### config.mk
export PLATFORM = sky130hd
export DESIGN_NAME = mux_seq_sel_flat
export DESIGN_NICKNAME = d
export VERILOG_FILES = /design/src/rtl/mux_seq_sel_if.sv /design/src/rtl/mux_seq_sel.sv /design/src/flat_wrapper.sv
export SDC_FILE = /design/constraint.sdc
export NUM_CORES = 1
export LEC_CHECK = 0
export ABC_AREA = 1
export CAP_MARGIN = 10
export CORE_MARGIN = 3
export CORE_UTILIZATION = 35
export DETAILED_ROUTE_END_ITERATION = 10
export HOLD_SLACK_MARGIN = 0.12
export PLACE_DENSITY = 0.71
export SETUP_SLACK_MARGIN = 0.3
export SYNTH_ARGS = -nofsm -noshare
export SYNTH_HDL_FRONTEND = slang
export SYNTH_SLANG_ARGS = --single-unit
### constraint.sdc
create_clock -name clk -period 1.44 [get_ports clk]
set_input_delay 0.144 -clock clk [delete_from_list [all_inputs] [get_ports clk]]
set_output_delay 0.144 -clock clk [all_outputs]
set_load 0.1 [all_outputs]
### src/rtl/mux_seq_sel_if.sv
// rtl/mux_seq_sel_if.sv - channel inputs and registered output slot of mux_seq_sel
interface mux_seq_sel_if #(
  parameter int N = 4,
  parameter int W = 8
);
  localparam int SW = $clog2(N);

  logic          en;
  logic          mode;
  logic [SW-1:0] sel;
  logic [N*W-1:0] din;
  logic [N-1:0]  din_valid;
  logic [N-1:0]  din_taken;
  logic [W-1:0]  dout;
  logic [SW-1:0] dout_ch;
  logic          dout_valid;
  logic          dout_ready;

  modport master (
    output en, mode, sel, din, din_valid, dout_ready,
    input  din_taken, dout, dout_ch, dout_valid
  );

  modport slave (
    input  en, mode, sel, din, din_valid, dout_ready,
    output din_taken, dout, dout_ch, dout_valid
  );
endinterface

### src/rtl/mux_seq_sel.sv
// rtl/mux_seq_sel.sv - N-channel selector into a single registered output slot
// Define MUX_SEQ_SEL_SKIP_EMPTY_EN to make scan mode skip channels without valid data.
module mux_seq_sel #(
  parameter int N = 4,
  parameter int W = 8
) (
  input  logic          clk,
  input  logic          rst_n,
  mux_seq_sel_if.slave  bus
);
  localparam int SW = $clog2(N);

  logic [W-1:0]  ch_data [N];
  logic [SW-1:0] ptr;
  logic [SW-1:0] cand;
  logic          cand_ok;
  logic          can_load;
  logic          load;

  logic [N-1:0]  din_taken_q;
  logic [W-1:0]  dout_q;
  logic [SW-1:0] dout_ch_q;
  logic          dout_valid_q;

  for (genvar i = 0; i < N; i++) begin : g_split
    assign ch_data[i] = bus.din[i*W +: W];
  end

`ifdef MUX_SEQ_SEL_SKIP_EMPTY_EN
  // Scan starts at ptr and takes the first valid channel in rotating order.
  logic [SW-1:0] scan_idx;
  always_comb begin
    cand     = bus.sel;
    cand_ok  = 1'b0;
    scan_idx = '0;
    if (bus.mode) begin
      for (int k = N - 1; k >= 0; k--) begin
        scan_idx = ptr + SW'(k);
        if (bus.din_valid[scan_idx]) begin
          cand    = scan_idx;
          cand_ok = 1'b1;
        end
      end
    end else begin
      cand_ok = bus.din_valid[bus.sel];
    end
  end
`else
  always_comb begin
    cand    = bus.mode ? ptr : bus.sel;
    cand_ok = bus.din_valid[cand];
  end
`endif

  assign can_load = !dout_valid_q || bus.dout_ready;
  assign load     = can_load && bus.en && cand_ok;

  always_ff @(posedge clk) begin
    if (!rst_n) begin
      din_taken_q  <= '0;
      dout_q       <= '0;
      dout_ch_q    <= '0;
      dout_valid_q <= 1'b0;
      ptr          <= '0;
    end else begin
      din_taken_q <= load ? ({{(N-1){1'b0}}, 1'b1} << cand) : '0;

      if (load) begin
        dout_q       <= ch_data[cand];
        dout_ch_q    <= cand;
        dout_valid_q <= 1'b1;
      end else if (dout_valid_q && bus.dout_ready) begin
        dout_valid_q <= 1'b0;
      end

`ifdef MUX_SEQ_SEL_SKIP_EMPTY_EN
      if (bus.mode && load) begin
        ptr <= cand + 1'b1;
      end
`else
      // Plain scan keeps walking on every loadable cycle, even past empty channels.
      if (bus.mode && bus.en && can_load) begin
        ptr <= ptr + 1'b1;
      end
`endif
    end
  end

  assign bus.din_taken  = din_taken_q;
  assign bus.dout       = dout_q;
  assign bus.dout_ch    = dout_ch_q;
  assign bus.dout_valid = dout_valid_q;
endmodule
### src/flat_wrapper.sv
// flat-port wrapper written by rule: the top's interface ports become plain ports
module mux_seq_sel_flat 
#(
  parameter int N = 4,
  parameter int W = 8
)
  (clk, rst_n, bus_en, bus_mode, bus_sel, bus_din, bus_din_valid, bus_dout_ready, bus_din_taken, bus_dout, bus_dout_ch, bus_dout_valid);
  mux_seq_sel_if #(.N(N), .W(W)) bus_i ();
  input  logic clk;
  input  logic rst_n;
  input wire logic [$bits(bus_i.en)-1:0] bus_en;
  input wire logic [$bits(bus_i.mode)-1:0] bus_mode;
  input wire logic [$bits(bus_i.sel)-1:0] bus_sel;
  input wire logic [$bits(bus_i.din)-1:0] bus_din;
  input wire logic [$bits(bus_i.din_valid)-1:0] bus_din_valid;
  input wire logic [$bits(bus_i.dout_ready)-1:0] bus_dout_ready;
  output wire logic [$bits(bus_i.din_taken)-1:0] bus_din_taken;
  output wire logic [$bits(bus_i.dout)-1:0] bus_dout;
  output wire logic [$bits(bus_i.dout_ch)-1:0] bus_dout_ch;
  output wire logic [$bits(bus_i.dout_valid)-1:0] bus_dout_valid;
  assign bus_i.en = bus_en;
  assign bus_i.mode = bus_mode;
  assign bus_i.sel = bus_sel;
  assign bus_i.din = bus_din;
  assign bus_i.din_valid = bus_din_valid;
  assign bus_i.dout_ready = bus_dout_ready;
  assign bus_din_taken = bus_i.din_taken;
  assign bus_dout = bus_i.dout;
  assign bus_dout_ch = bus_i.dout_ch;
  assign bus_dout_valid = bus_i.dout_valid;
  mux_seq_sel #(.N(N), .W(W)) u_core (.clk(clk), .rst_n(rst_n), .bus(bus_i));
endmodule
# Yosys cells after proc, flatten, opt, wreduce, memory -nomap -nowiden

Cells that the tools add are included.

Register bits after elaboration: 17
Input bits: 43
Output and inout port bits: 15

Add/sub/neg operators: 1
Magnitude comparators: 2
Shift operators: 1
Mux-type cells: 8
Bitwise logic cells: 1
Reductions and logical operators: 9

Operators with widths:

| operator            | count |
|---|---|
| $bmux 8 s2          | 1 |
| $mux 8              | 2 |
| $logic_and 1x1->1   | 5 |
| $shl 1x2->4 const A | 1 |
| $ge 3x3->1 const B  | 1 |
| $lt 2x3->1 const B  | 1 |
| $mux 1              | 3 |
| $not 2->3           | 1 |
| $add 2x1->2 const B | 1 |
| $bmux 1 s2          | 1 |
| $mux 2              | 1 |
| $reduce_and 2->1    | 1 |
| $reduce_bool 2->1   | 1 |
| $logic_not 1->1     | 1 |
| $logic_or 1x1->1    | 1 |

# Depth between registers and ports, before layout

Depth in word-level cells: 5
Mapped depth: 10
Depth with buffers taken out: 9

# Least setup slack after synthesis

OpenSTA, ideal clock, no wires.

Path kind: register to register
Start: register u_core.dout_valid_q (netlist: u_core.bus.dout_valid)
End: register u_core.dout_ch_q[1] (netlist: u_core.bus.dout_ch[1])
Data arrival time: 1.674 ns
Path slack: -0.353 ns
Cell stages (with the launch flop): 7
Buffers on the path: 1
Clock period less this slack: 1.793 ns
Cell sequence: dfxtp_1 > inv_1 > nor2_1 > nor2_1 > clkbuf_1 > nand4_4 > nand2_1

Word-level cells in the longest chain between the ends: 4

RTL lines:

| what                            | line              | RTL |
|---|---|---|
| start: declaration              | mux_seq_sel.sv:23 | `logic dout_valid_q;` |
| start signal: assignment        | mux_seq_sel.sv:63 | `dout_valid_q <= 1'b0;` |
| start signal: assignment        | mux_seq_sel.sv:71 | `dout_valid_q <= 1'b1;` |
| start signal: assignment        | mux_seq_sel.sv:73 | `dout_valid_q <= 1'b0;` |
| $logic_not 1->1                 | mux_seq_sel.sv:55 | `assign can_load = !dout_valid_q \|\| bus.dout_ready;` |
| $logic_or 1x1->1                | mux_seq_sel.sv:55 |  |
| $logic_and 1x1->1 (2 in series) | mux_seq_sel.sv:56 | `assign load = can_load && bus.en && cand_ok;` |
| end signal: assignment          | mux_seq_sel.sv:70 | `dout_ch_q <= cand;` |
| end: declaration                | mux_seq_sel.sv:22 | `logic [SW-1:0] dout_ch_q;` |

No other way between the ends.
A chain may end at the register's enable or synchronous reset.

# Worst setup path after layout

Start: register u_core.ptr[0]
End: register u_core.din_taken_q[3] (netlist: u_core.bus.din_taken[3])

Word-level cells in the longest chain between the ends: 5
Elaborated cells between the ends (all ways): 6
Classes of those cells: 1 x shift; 3 x mux; 2 x reduce/logical

RTL lines:

| what                              | line              | RTL |
|---|---|---|
| start: declaration                | mux_seq_sel.sv:14 | `logic [SW-1:0] ptr;` |
| start signal: assignment          | mux_seq_sel.sv:83 | `ptr <= ptr + 1'b1;` |
| $mux 2 (*)                        | mux_seq_sel.sv:50 | `cand = bus.mode ? ptr : bus.sel;` |
| $bmux 1 s2                        | mux_seq_sel.sv:51 | `cand_ok = bus.din_valid[cand];` |
| $mux 1 (implied by the code)      | mux_seq_sel.sv:51 |  |
| $logic_and 1x1->1                 | mux_seq_sel.sv:56 |  |
| $reduce_and 2->1 (no source line) | n/a               |  |
| end signal: assignment            | mux_seq_sel.sv:66 | `din_taken_q <= load ? ({{(N-1){1'b0}}, 1'b1} << cand) : '0;` |
| end: declaration                  | mux_seq_sel.sv:20 | `logic [N-1:0] din_taken_q;` |

Mark *: on every way between the ends. The rest lies on a longest branch, timed or not. The select of a mux whose other input is x is not followed.

==> summary.txt <==
Synth
  – Syn nets: 230
  – Synth top area share: 29.1%
  – Yosys warnings: 0
  – Synth area leader: dfxtp_1
  – Largest cells by area after synthesis: dfxtp_1 29%, nand3_1 23%, inv_1 13%
  – Synth Register Bits: 17
  – Cell count after synthesis: 187
  – Post-Syn Area: 1170 um^2
  – Sequential share of the synthesized area: roughly 29%
  – Yosys cell types: 22
  – Mean post-synth cell area: approximately 6.3 um^2

Placed design
  – Global placement routability congestion: 0.806
  – Detailed Place HPWL: 2570 um
  – Setup Slack @ Placement: -154 ps
  – Port bufs: 57

Cells and area
  – Commonest non-fill, non-tap cells in the layout: 51 x nand3_1, 40 x inv_1, 40 x clkdlybuf4s50_1, 30 x nand2_1, 16 x buf_12
  – Sequential Area: 362 um^2
  – Most common cell after layout, fill and taps aside: nand3_1
  – Share of cells above drive strength 1: 29.1%
  – Layout area overhead: 84.5%
  – Util after Layout: 69.1%
  – Layout fillers: 266
  – Antenna cell count: 0
  – Area of the multi-input gates: 692 um^2
  – Nets: 298

Job
  – Max_cap viols: 0

Timing
  – Tcrit/Tclk final: 82.4%
  – Slew Viols, Final: 0
  – Tightest Pin Transition: 250 ps
  – Hold Fails Final Rpt: 0
  – FMAX: around 840 MHz
  – Fin Hold WS: 479 ps
  – Clock Skew: 6.85 ps
  – Setup-failing EPs final: 0
  – Final worst slack: roughly 250 ps
  – RSZ-0062 raised after global routing: true
  – Min Tclk post-route: 1190 ps
  – Relative slew margins: 83.3%

Hold path
  – HP Start: u_core.ptr[0]
  – Hold worst-path end: u_core.ptr[0]
  – Hold Path Stages: 1
  – Hold Crit Class: reg -> reg

Global route
  – Largest net degree at the start of global routing: 21
  – First-pass GRT wire length: 5700 um
  – Gr ovfl total: 0
  – Vias in the first global route: 1,295
  – Initial antenna violation count: 0
  – Total track usage: 17.2%

Clock tree
  – Clk_lat worst skew: 290 ps
  – Clock buffer count from CTS: 3
  – CTS max path bufs: 2
  – Clk slew on worst S/H paths: 100 ps
  – H-tree depth: 1
  – TritonCTS clock tree: done
  – Clock Tree Root: clkbuf_4
  – Hold buffers post-CTS: 0
  – CTS Sinks: 17

Setup path
  – Reg-to-Reg Start: u_core.ptr[0]
  – CP max stage cell: dfxtp_4
  – Arr. time, crit path: about 1400 ps
  – Critical Path Most Common Cell: nand2_4
  – Worst path bufs/invs: 1
  – Worst Reg-to-Reg Cells: 8
  – Register-to-register setup slack: 250 ps
  – CP Class: reg -> reg
  – Slowest stage delay, CP: roughly 380 ps
  – Setup crit end kind: flop
  – R2R Path End: u_core.bus.din_taken[3]
  – Worst EP required: 1670 ps
  – Worst-path maximum fanout: 5
  – Cell family with the largest share of critical-path delay: simple AND/OR/NAND/NOR gates
  – Startpoint types: flop
  – Crit path cell chain: nand2_4 -> nand2_4 -> nand2_2 -> nand3_2 -> nand2_4 -> buf_6 -> nand4_4 -> nor2_2

Floorplan
  – Initial Utilization: 37.4%
  – Row count: 20
  – Die width: 63.8 um
  – Die Footprint: approximately 4000 um^2
  – Core area: 3130 um^2
  – Chip height: between 60 and 70 um
  – # IOs: 58

Detailed routing
  – Drt total wl: 3340 um
  – Per-cell routed wire length: between 10 and 15 um
  – DRC viols: 0
  – Routed Antenna Nets: 0
  – M1 wire length: 1450 um
  – Number of vias per cell: 4.64
  – Routed length on met2: approximately 1600 um
  – Top layer in use: met4
  – Wire length on met3: 194 um
  – DRT iter0 DRCs: 38
  – DR vias: 1,382
  – Drt pass-1 iters: 4

Power and ir drop
  – Lkg Pwr: 1.08 nW
  – PD cells: around 700 nW/um^2
  – Maximum vdd drop: 293 uV

Run status
  – Status: complete, no violations
[flip-flops by register name, indices dropped and copies added (netlist names)]
register,count
u_core.bus.dout,8
u_core.bus.din_taken,4
u_core.bus.dout_ch,2
u_core.ptr,2
u_core.bus.dout_valid,1
[per-stage QoR]
stage / TNS [ps] / cell area, um^2 / power, mW / std cells
floorplan: 0 / 1210 / 0.935 / 187
global placement: -1790 / 2040 / 1.22 / 292
detailed placement: -2080 / 2040 / 1.23 / 292
CTS: 0 / 2130 / 1.49 / 298
global route: 0 / 2160 / 1.59 / 298
finish: 0 / 2160 / 1.51 / 298
[worst register-to-register path, delay by kind of cell (launching register included)]
kind	cells	cell delay (ps)
flip-flops	1	380
buffers and inverters	1	150
AND/OR/NAND/NOR	7	620
[routing by layer]
layer  up-vias  track usage (%)
li1        724                -
met1       602             21.8
met2        50             29.7
met3         6             3.16
met4         0             4.85
met5         -                0
[cell type report]
type / instances / area share [%]
timing repair buffer: 72 / 39.6
sequential: 17 / 16.7
inverter: 44 / 7.87
clock buffer: 4 / 1.22
multi-input combinational: 117 / 32.0
tap: 44 / 2.55
[power breakdown]
| part | total (mW) | internal, mW | switching, mW |
|---|---|---|---|
| combinational | 0.727 | 0.318 | 0.409 |
| sequential | 0.536 | 0.503 | 0.0328 |
| clock | 0.248 | 0.108 | 0.141 |
[logic make-up (layout without fill, tap and decap cells)]
logic type | Yosys count | after routing | synth area share [%]
compound gates | 3 | 3 | 1.28
xor+xnor | 1 | 1 | 0.748
buf+inv | 53 | 120 | 19.1
flops | 17 | 17 | 29.1
simple gates | 113 | 113 | 49.8
[timing repair]
item                       in CTS  in global routing
resized for setup              14                 11
pin swaps                       4                  3
setup buffers                   1                  0
setup endpoints to repair      17                 17
gates cloned                    1                  0
[worst max path at each step]
stage / start / endpoint / slack [ps] / depth (start not counted)
floorplan: u_core.bus.dout_valid / u_core.bus.dout_ch[0] / 260 / 6
global placement: bus_mode / u_core.bus.dout_valid / -130 / 8
detailed placement: bus_mode / u_core.bus.dout_ch[0] / -150 / 10
CTS: u_core.ptr[0] / u_core.bus.din_taken[3] / 270 / 8
global route: u_core.ptr[0] / u_core.bus.din_taken[3] / 170 / 8
finish: u_core.ptr[0] / u_core.bus.din_taken[3] / 250 / 8
[cell usage after synthesis]
cell type / instances
buf_6: 2
nand3_2: 1
nor2_2: 3
nand4_1: 8
inv_1: 42
clkinv_4: 1
dfxtp_1: 17
nand2_1: 35
nand3_1: 53
xor2_1: 1
nor3_2: 1
nand2_4: 2
nand4_4: 1
a21oi_1: 1
o21ai_0: 2
nor2_1: 3
nor3_1: 1
clkbuf_1: 3
buf_2: 4
nand2_2: 4
inv_2: 1
nand4_2: 1
Note: power is estimated with default switching activity, not from simulation.
